$ cat config.mk
export PLATFORM = sky130hd
export DESIGN_NAME = triumph_if_fetch
export DESIGN_NICKNAME = d
export VERILOG_FILES = /design/src/rtl/triumph_if_fetch.sv
export SDC_FILE = /design/constraint.sdc
export NUM_CORES = 1
export LEC_CHECK = 0
export ABC_AREA = 1
export CAP_MARGIN = 15
export CORE_AREA = 2 2 155 157
export CTS_CLUSTER_SIZE = 8
export DETAILED_ROUTE_END_ITERATION = 10
export DIE_AREA = 0 0 157 159
export PLACE_DENSITY = 0.76
export SYNTH_ARGS = -nofsm -noshare
export SYNTH_HDL_FRONTEND = slang
export SYNTH_SLANG_ARGS = --single-unit
$ cat constraint.sdc
create_clock -name clk_i -period 3.2 [get_ports clk_i]
set_clock_uncertainty 0.1 [all_clocks]
set_input_delay 0.64 -clock clk_i [delete_from_list [all_inputs] [get_ports clk_i]]
set_output_delay 0.64 -clock clk_i [all_outputs]
set_load 0.05 [all_outputs]
$ cat src/rtl/triumph_if_fetch.sv
// triumph_if_fetch: instruction fetch stage with a 2-deep prefetch FIFO, in-order responses and branch redirect
module triumph_if_fetch #(
    parameter logic [31:0] BOOT_ADDR = 32'h0000_0000
) (
    input  logic        clk_i,
    input  logic        rst_i,
    input  logic        fetch_en_i,
    output logic        instr_req_o,
    output logic [31:0] instr_addr_o,
    input  logic        instr_gnt_i,
    input  logic        instr_rvalid_i,
    input  logic [31:0] instr_rdata_i,
    input  logic        branch_i,
    input  logic [31:0] branch_target_i,
    output logic        instr_valid_o,
    input  logic        instr_ready_i,
    output logic [31:0] instr_o,
    output logic [31:0] pc_o,
    output logic [6:0]  opcode_o,
    output logic [2:0]  funct3_o,
    output logic [6:0]  funct7_o
);
    typedef enum logic [1:0] {BOOT, RUN, HALT} state_t;

    state_t      state;
    logic [31:0] pc;
    logic [31:0] rsp_pc;
    logic [31:0] target;
    logic [31:0] fifo_pc [2];
    logic [31:0] fifo_instr [2];
    logic        rd_ptr;
    logic        wr_ptr;
    logic        stale;
    logic [1:0]  count;
    logic [1:0]  outstanding;
    logic [1:0]  discard;
    logic        granted;
    logic        rsp_ok;
    logic        drop;
    logic        push;
    logic        pop;
    logic        issue;
    logic [1:0]  count_n;
    logic [1:0]  out_n;
    logic [1:0]  discard_n;
    logic [31:0] pc_n;

    // next-cycle bookkeeping; a grant on a request left pending across a redirect is counted for discard and does not advance pc
    always_comb begin
        target    = branch_target_i & 32'hFFFF_FFFC;
        granted   = instr_req_o & instr_gnt_i;
        rsp_ok    = instr_rvalid_i & (outstanding != 2'd0);
        drop      = rsp_ok & (discard != 2'd0);
        push      = rsp_ok & ~drop & ~branch_i;
        pop       = instr_valid_o & instr_ready_i;
        out_n     = outstanding + {1'b0, granted} - {1'b0, rsp_ok};
        count_n   = branch_i ? 2'd0 : count + {1'b0, push} - {1'b0, pop};
        discard_n = branch_i ? out_n : discard - {1'b0, drop} + {1'b0, granted & stale};
        pc_n      = branch_i ? target : (granted & ~stale) ? pc + 32'd4 : pc;
        issue     = (state == RUN) & (~instr_req_o | granted) & (({1'b0, count_n} + {1'b0, out_n}) < 3'd2);
    end

    // control FSM with registered request; a pending request holds its address until granted
    always_ff @(posedge clk_i or negedge rst_i) begin
        if (!rst_i) begin
            state        <= BOOT;
            instr_req_o  <= 1'b0;
            instr_addr_o <= '0;
            pc           <= BOOT_ADDR;
            stale        <= 1'b0;
            outstanding  <= '0;
            discard      <= '0;
        end else begin
            state        <= fetch_en_i ? RUN : HALT;
            instr_req_o  <= (instr_req_o & ~instr_gnt_i) | issue;
            instr_addr_o <= issue ? pc_n : instr_addr_o;
            pc           <= pc_n;
            stale        <= branch_i ? (instr_req_o & ~instr_gnt_i) : (stale & ~granted);
            outstanding  <= out_n;
            discard      <= discard_n;
        end
    end

    // response FIFO; rsp_pc tracks the address of the next response that will be kept
    always_ff @(posedge clk_i or negedge rst_i) begin
        if (!rst_i) begin
            count         <= '0;
            rd_ptr        <= 1'b0;
            wr_ptr        <= 1'b0;
            rsp_pc        <= BOOT_ADDR;
            fifo_pc[0]    <= '0;
            fifo_pc[1]    <= '0;
            fifo_instr[0] <= '0;
            fifo_instr[1] <= '0;
        end else begin
            count  <= count_n;
            rd_ptr <= branch_i ? wr_ptr : rd_ptr ^ pop;
            rsp_pc <= branch_i ? target : push ? rsp_pc + 32'd4 : rsp_pc;
            if (push) begin
                fifo_pc[wr_ptr]    <= rsp_pc;
                fifo_instr[wr_ptr] <= instr_rdata_i;
                wr_ptr             <= ~wr_ptr;
            end
        end
    end

    assign instr_valid_o = count != 2'd0;
    assign instr_o       = fifo_instr[rd_ptr];
    assign pc_o          = fifo_pc[rd_ptr];
    assign opcode_o      = instr_o[6:0];
    assign funct3_o      = instr_o[14:12];
    assign funct7_o      = instr_o[31:25];
endmodule
==> flow_metrics.py, run 1 <==
metrics = {
    "route": {
        "wl_um": 30700,
        "drtPass1Iterations": 5,
        "drt_iter0_drc": 836,
        "ant_nets": 0,
        "num_vias": 10100,
        "detail_route.wl_per_cell_um": 15.6,
        "drc": 0,
        "vias_per_cell": 5.13,
    },
    "hold_path": {
        "min_path_cells": 2,
        "min_path_type": "reg2reg",
        "hp-start": "instr_addr_o[30]",
    },
    "setup_path": {
        "worst-endpoint-required_ns": 3.48,
        "rr_startpoint": "discard[0]",
        "critPathLaunchType": "flip-flop",
        "critPathCaptureType": "flip-flop",
        "path_max_fanout": 8,
        "r2r.worst_path.cells": 18,
        "critPathLaunch": "discard[0]",
        "cp.arrival_ns": 3.43,
        "path_class": "reg2reg",
    },
    "final_layout": {
        "area_growth_pct": 36.6,
        "mostFrequentLayoutCells": "581 x nand2_1, 229 x dfrtp_1, 146 x o21ai_0, 118 x inv_1, 99 x clkdlybuf4s50_1",
        "drive_gt1_share_pct": 14.6,
        "fin_util_pct": 66.5,
        "final_common_cell": "nand2_1",
        "diodes": 0,
        "nNetsFinal": 1728,
        "fin_area_sq_mm": 0.0154,
        "seq_area_sq_mm": 0.00576,
        "fillCellCount": 1868,
        "multi_input_area_sq_mm": 0.00485,
    },
    "global_route": {
        "grt_max_degree": 89,
        "antenna_found_initial": 0,
        "grt_overflow": 0,
        "grt_pass1_vias": 9958,
        "grt_use_total_pct": 24.5,
        "grt_pass1_wl_um": 49900,
    },
    "synth": {
        "synthesis.yosys.warnings": 0,
        "ys_types": 37,
        "ys_seq_area_share_pct": 50.9,
        "synth-seq-cells": 230,
        "synth_top_family_by_area": "simple AND/OR/NAND/NOR gates",
        "synthMuxAreaShare_pct": 0,
        "synth.cell_area_sq_mm": 0.0113,
        "synth_fa_ha_area_share_pct": 1.06,
        "synth-xor-area-share_pct": 1.71,
        "syn_inst": 1471,
        "synth_compound_area_share_pct": 8.66,
        "syn_avg_cell_area_sq_um": 7.68,
        "synthSimpleGateAreaFrac_pct": 29.6,
    },
    "clock_network": {
        "cts_sinks": 230,
        "cts_tree": "done",
        "cts_made_buffers": 34,
        "cts_max_level": 2,
        "clk_latency_ns": 0.50,
        "cts_buffer_depth": 3,
        "clkTransAtPathRegs_ns": 0.05,
        "clockRootBuffer": "clkbuf_16",
    },
    "placement": {
        "dp_hpwl_um": 20600,
        "numPortBuffers": 181,
        "gp_congestion": 0.949,
        "placed_area_sq_mm": 0.0142,
    },
    "power": {
        "vdd.ir_drop.worst_v": 0.000711,
        "powerDensity_mw_per_mm2": 1170,
        "finalPower_mw": 18.0,
        "p_leak_nw": 7.57,
    },
    "outcome": {
        "status": "completed",
    },
    "floorplanning": {
        "die_y_um": 159,
        "die_area_sq_mm": 0.0250,
        "initial_utilization_pct": 48.7,
        "dieWidth_um": 157,
        "boundaryPins": 186,
        "rows": 56,
        "coreArea_sq_mm": 0.0232,
    },
    "sta": {
        "setup_viol_count_final": 0,
        "max_clock_freq_mhz": 317,
        "hold_viol_final": 0,
        "worst_hold_slack_ns": 0.377,
        "min_period_ns": 3.16,
        "rsz0062_at_grt": "true",
        "tightest_slew_ns": 0.817,
        "relSlewSlack_pct": 45.5,
        "min_period_over_period_pct": 98.6,
        "drv_slew": 0,
    },
    "run": {
        "maxCapViolCount": 0,
    },
}
## cell usage after synthesis
cell type | number | area share [%]
nor2_8 | 2 | 0.35
nand3_1 | 69 | 3.1
xnor2_1 | 3 | 0.23
o211ai_1 | 7 | 0.47
nand4_1 | 10 | 0.55
nor2_4 | 1 | 0.10
dfrtp_1 | 230 | 51
ha_1 | 8 | 0.89
nand2_2 | 7 | 0.39
or2_2 | 3 | 0.17
nand3_2 | 2 | 0.18
o21ai_1 | 8 | 0.35
nor2_2 | 14 | 0.78
o221ai_1 | 4 | 0.31
a21oi_1 | 6 | 0.27
nand2_1 | 617 | 21
nand3_4 | 1 | 0.16
nor2_1 | 76 | 2.5
inv_2 | 5 | 0.17
buf_1 | 7 | 0.23
inv_1 | 125 | 4.2
xor2_1 | 19 | 1.5
conb_1 | 1 | 0.033
fa_1 | 1 | 0.18
o21ai_0 | 146 | 6.5
buf_2 | 8 | 0.35
o21ai_2 | 3 | 0.23
buf_4 | 30 | 2.0
a31oi_1 | 3 | 0.17
and2_1 | 1 | 0.055
nor3_1 | 12 | 0.53
and3_1 | 1 | 0.055
nor4_1 | 1 | 0.055
o21bai_1 | 6 | 0.40
nor4_2 | 1 | 0.11
nand3b_1 | 1 | 0.066
clkbuf_1 | 32 | 1.1
## power breakdown
part	switching [mW]	leakage, nW	internal, mW	total (mW)
Clock	1.19	0.444	1.94	3.13
Combinational	5.96	4.24	4.16	10.1
Sequential	0.721	2.89	4.03	4.75
## critical path, cell delays in order, from the launching register on
cell and delay [ns]:
dfrtp_1 0.40, nor2_4 0.15, nand2_4 0.07, nor2_4 0.10, inv_2 0.06, ha_4 0.27
inv_4 0.03, ha_4 0.25, inv_2 0.04, nor2_4 0.08, nand2_2 0.06, fa_1 0.55
nand2_2 0.08, nor4_4 0.29, buf_4 0.19, inv_8 0.05, clkbuf_16 0.17, nand2_1 0.06
nand2_1 0.05
## final cells by class
type | count | area share, %
clock buffers | 37 | 5.79
clock inverters | 1 | 0.0568
inverters | 130 | 3.23
multi-input cells | 1035 | 31.4
flip-flops and latches | 230 | 37.3
well taps | 319 | 2.59
repair buffers | 217 | 19.6
## cell families after synthesis
group	Yosys count
AOI/OAI and AO/OA	183
and+or+nand+nor	819
adders and majority gates	9
buffers and inverters	207
DFF	230
other	1
xor gates and xnor gates	22
## through the flow
step / TNS [ns] / instances / setup WS (ns)
floorplan: -4.36 / 1472 / -0.147
global placement: -19.35 / 1921 / -0.609
detailed placement: -21.93 / 1921 / -0.696
CTS: 0 / 1962 / 0.00481
global route: -3.38 / 1969 / -0.134
finish: 0 / 1969 / 0.0440
## routing by layer
metal | GRT usage [%] | part of all wire [%]
met5 | 0 | 0
met4 | 7.17 | 2.6
met3 | 4.19 | 6.9
met2 | 38.7 | 46
met1 | 34.9 | 44
## sequential cells by signal (all words and copies together) (netlist names)
register / cells
fifo_instr: 64
fifo_pc: 60
instr_addr_o: 32
pc: 32
rsp_pc: 30
count: 2
discard: 2
outstanding: 2
state: 2
instr_req_o: 1
rd_ptr: 1
stale: 1
wr_ptr: 1
## worst paths after layout
| check | to | slack, ns |
|---|---|---|
| setup reg to reg | instr_addr_o[2] | 0.04 |
| hold / removal | instr_addr_o[30] | 0.38 |
| hold reg to reg | instr_addr_o[30] | 0.38 |
| setup / recovery | instr_addr_o[2] | 0.04 |
| max in group asynchronous | fifo_instr[14] | 1.56 |
| min in group asynchronous | fifo_instr[55] | 0.54 |
## what timing repair did
item | CTS | global route
hold endpoints to repair | 38 | 0
gates cloned | 1 | 3
pin swaps | 3 | 14
hold buffers | 1 | 0
gates resized for setup | 9 | 48
setup buffers | 1 | 4
setup endpoints to repair | 33 | 33
No activity file was read; power rests on OpenSTA's default activity.
==> run 2, diff against run 1 <==
- CORE_AREA: 2 2 155 157 -> 2 2 162 164
- DIE_AREA: 0 0 157 159 -> 0 0 164 166
- PLACE_DENSITY: 0.76 -> 0.7
==> run 2 against run 1 <==
- critical path depth increased by 3
- global-route usage is 2.6 points lower
- register-to-register slack lost 0.03 ns
- clock-buffer cell count down 1
- setup slack got worse by 0.029 ns
- via count shrank 0.44%
- cell area grew 0.32%
- clock power about the same
- hold slack worse by 0.37 ns
- non-clock buffer count is 5 higher
- critical endpoint is now instr_addr_o[28]
- largest power group unchanged
==> flow_metrics.py, run 2 (synthesis results as in run 1) <==
metrics = {
    "setup_path": {
        "r2r.worst_path.cells": 21,
        "rr_startpoint": "outstanding[0]",
        "critPathLaunchType": "flip-flop",
        "reg2reg_to": "instr_addr_o[28]",
        "ff2ff_setup_slack_ns": 0.02,
        "cp.arrival_ns": 3.47,
        "path_max_fanout": 8,
        "worst-endpoint-required_ns": 3.49,
        "critPathCaptureType": "flip-flop",
        "path_class": "reg2reg",
    },
    "clock_network": {
        "clkTransAtPathRegs_ns": 0.05,
        "cts_tree": "done",
        "cts_sinks": 230,
        "cts_made_buffers": 34,
        "cts_max_level": 2,
        "cts-hold-fix-buffers": 0,
        "clockRootBuffer": "clkbuf_16",
        "cts_buffer_depth": 3,
        "clk_latency_ns": 0.50,
    },
    "route": {
        "drt_iter0_drc": 776,
        "wl_um": 30300,
        "vias_per_cell": 5.05,
        "ant_nets": 0,
        "detail_route.wl_per_cell_um": 15.2,
        "drtPass1Iterations": 5,
        "drc": 0,
        "num_vias": 10056,
    },
    "sta": {
        "max_clock_freq_mhz": 314,
        "tightest_slew_ns": 0.763,
        "setup_viol_count_final": 0,
        "min_period_over_period_pct": 99.5,
        "rsz0062_at_grt": "true",
        "relSlewSlack_pct": 49.1,
        "hold_viol_final": 0,
        "drv_slew": 0,
        "worst_slack_ns": 0.0153,
        "min_period_ns": 3.18,
    },
    "global_route": {
        "grt_pass1_vias": 9625,
        "grt_pass1_wl_um": 48500,
        "grt_max_degree": 97,
        "antenna_found_initial": 0,
        "grt_use_total_pct": 21.9,
        "grt_overflow": 0,
    },
    "final_layout": {
        "final_common_cell": "nand2_1",
        "top_regs": "fifo_instr: 64 flops, fifo_pc: 60 flops",
        "fillCellCount": 2215,
        "area_growth_pct": 37.0,
        "nNetsFinal": 1733,
        "fin_area_sq_mm": 0.0155,
        "largest_register_ffs": 64,
        "regMostFlops": "fifo_instr",
        "mostFrequentLayoutCells": "588 x nand2_1, 229 x dfrtp_1, 146 x o21ai_0, 118 x inv_1, 99 x clkdlybuf4s50_1",
        "diodes": 0,
        "drive_gt1_share_pct": 14.6,
    },
    "power": {
        "vdd.ir_drop.worst_v": 0.000833,
        "finalPower_mw": 18.0,
        "p_leak_nw": 7.61,
        "powerDensity_mw_per_mm2": 1160,
    },
    "outcome": {
        "status": "completed",
    },
    "floorplanning": {
        "dieWidth_um": 164,
        "initial_utilization_pct": 44.1,
        "rows": 59,
        "die_y_um": 166,
        "die_area_sq_mm": 0.0272,
        "boundaryPins": 186,
        "coreArea_sq_mm": 0.0256,
    },
    "placement": {
        "post-place-ws_ns": -0.670,
        "dp_hpwl_um": 20700,
        "gp_congestion": 0.919,
        "numPortBuffers": 181,
        "placed_area_sq_mm": 0.0143,
    },
    "run": {
        "maxCapViolCount": 0,
    },
    "hold_path": {
        "min_path_type": "in2async",
    },
}
## run 2: cell types whose count changed in the layout (fill, tap and decap cells not counted), sizes merged
cell / before / now
dlygate4sd3: 1 / 0
inv: 131 / 132
clkinv: 0 / 1
buf: 113 / 118
## run 2: cell type report
class,count,area [sq um],share of cell area [%]
Inverter,130,498,3.22
Clock buffer,36,868,5.61
Clock inverter,3,33.8,0.218
Multi-Input combinational cell,1035,4820,31.1
Timing Repair Buffer,222,3090,19.9
Tap cell,335,419,2.71
Sequential cell,230,5760,37.2
## run 2: per-layer routing
layer | part of all wire (%) | GRT usage (%) | up-vias | wire [um]
met5 | 0 | 0 | - | 0
met4 | 2.5 | 6.06 | 0 | 744
met3 | 6.2 | 3.60 | 57 | 1870
met2 | 45 | 34.2 | 334 | 13700
met1 | 46 | 31.8 | 4722 | 14000
li1 | - | - | 4943 | -
## run 2: what timing repair did
action,4_1_cts,5_1_grt
gates resized for setup,5,43
endpoints found under the setup margin,32,33
gates cloned,1,4
pin swaps,1,12
setup buffers,3,6
## run 2: worst max-delay path: stages (launching register included)
cell       delay (ns)
dfrtp_1          0.40
o21ai_4          0.16
inv_2            0.07
nand2_4          0.08
nor2_4           0.04
inv_2            0.08
ha_4             0.21
inv_4            0.05
ha_4             0.11
inv_2            0.03
nand2_1          0.05
nand2_1          0.05
nor2_2           0.12
inv_2            0.05
fa_1             0.55
nand2_2          0.09
nor4_4           0.32
buf_4            0.19
inv_8            0.05
clkbuf_16        0.16
nand2_2          0.06
nand2_1          0.04
## run 2: report_power, final
| group | switching [mW] | total [mW] | internal [mW] |
|---|---|---|---|
| registers | 0.720 | 4.75 | 4.03 |
| logic | 5.94 | 10.1 | 4.19 |
| clock network | 1.21 | 3.11 | 1.91 |
| total | 7.87 | 18.0 | 10.1 |
## run 2: worst max path at each step
| stage | start | end | slack [ns] | cells after the start |
|---|---|---|---|---|
| floorplan | instr_rvalid_i | instr_addr_o[0] | -0.15 | 18 |
| global placement | instr_rvalid_i | instr_addr_o[5] | -0.61 | 19 |
| detailed placement | instr_rvalid_i | instr_addr_o[28] | -0.67 | 19 |
| CTS | count[1] | instr_addr_o[17] | 0.004 | 17 |
| global route | outstanding[0] | instr_addr_o[28] | -0.14 | 21 |
| finish | outstanding[0] | instr_addr_o[28] | 0.02 | 21 |
## run 2: through the flow
stage | cells | util (%) | TNS [ns] | hold WS [ns]
final | 1991 | 60.4 | 0 | 0.0106
after global routing | 1991 | 60.4 | -3.88 | 0.0805
after CTS | 1982 | 59.6 | 0 | 0.0408
after detailed placement | 1939 | 55.7 | -21.10 | 0.359
after floorplan | 1472 | - | -4.36 | 0.244
after global placement | 1939 | 55.7 | -19.22 | 0.363
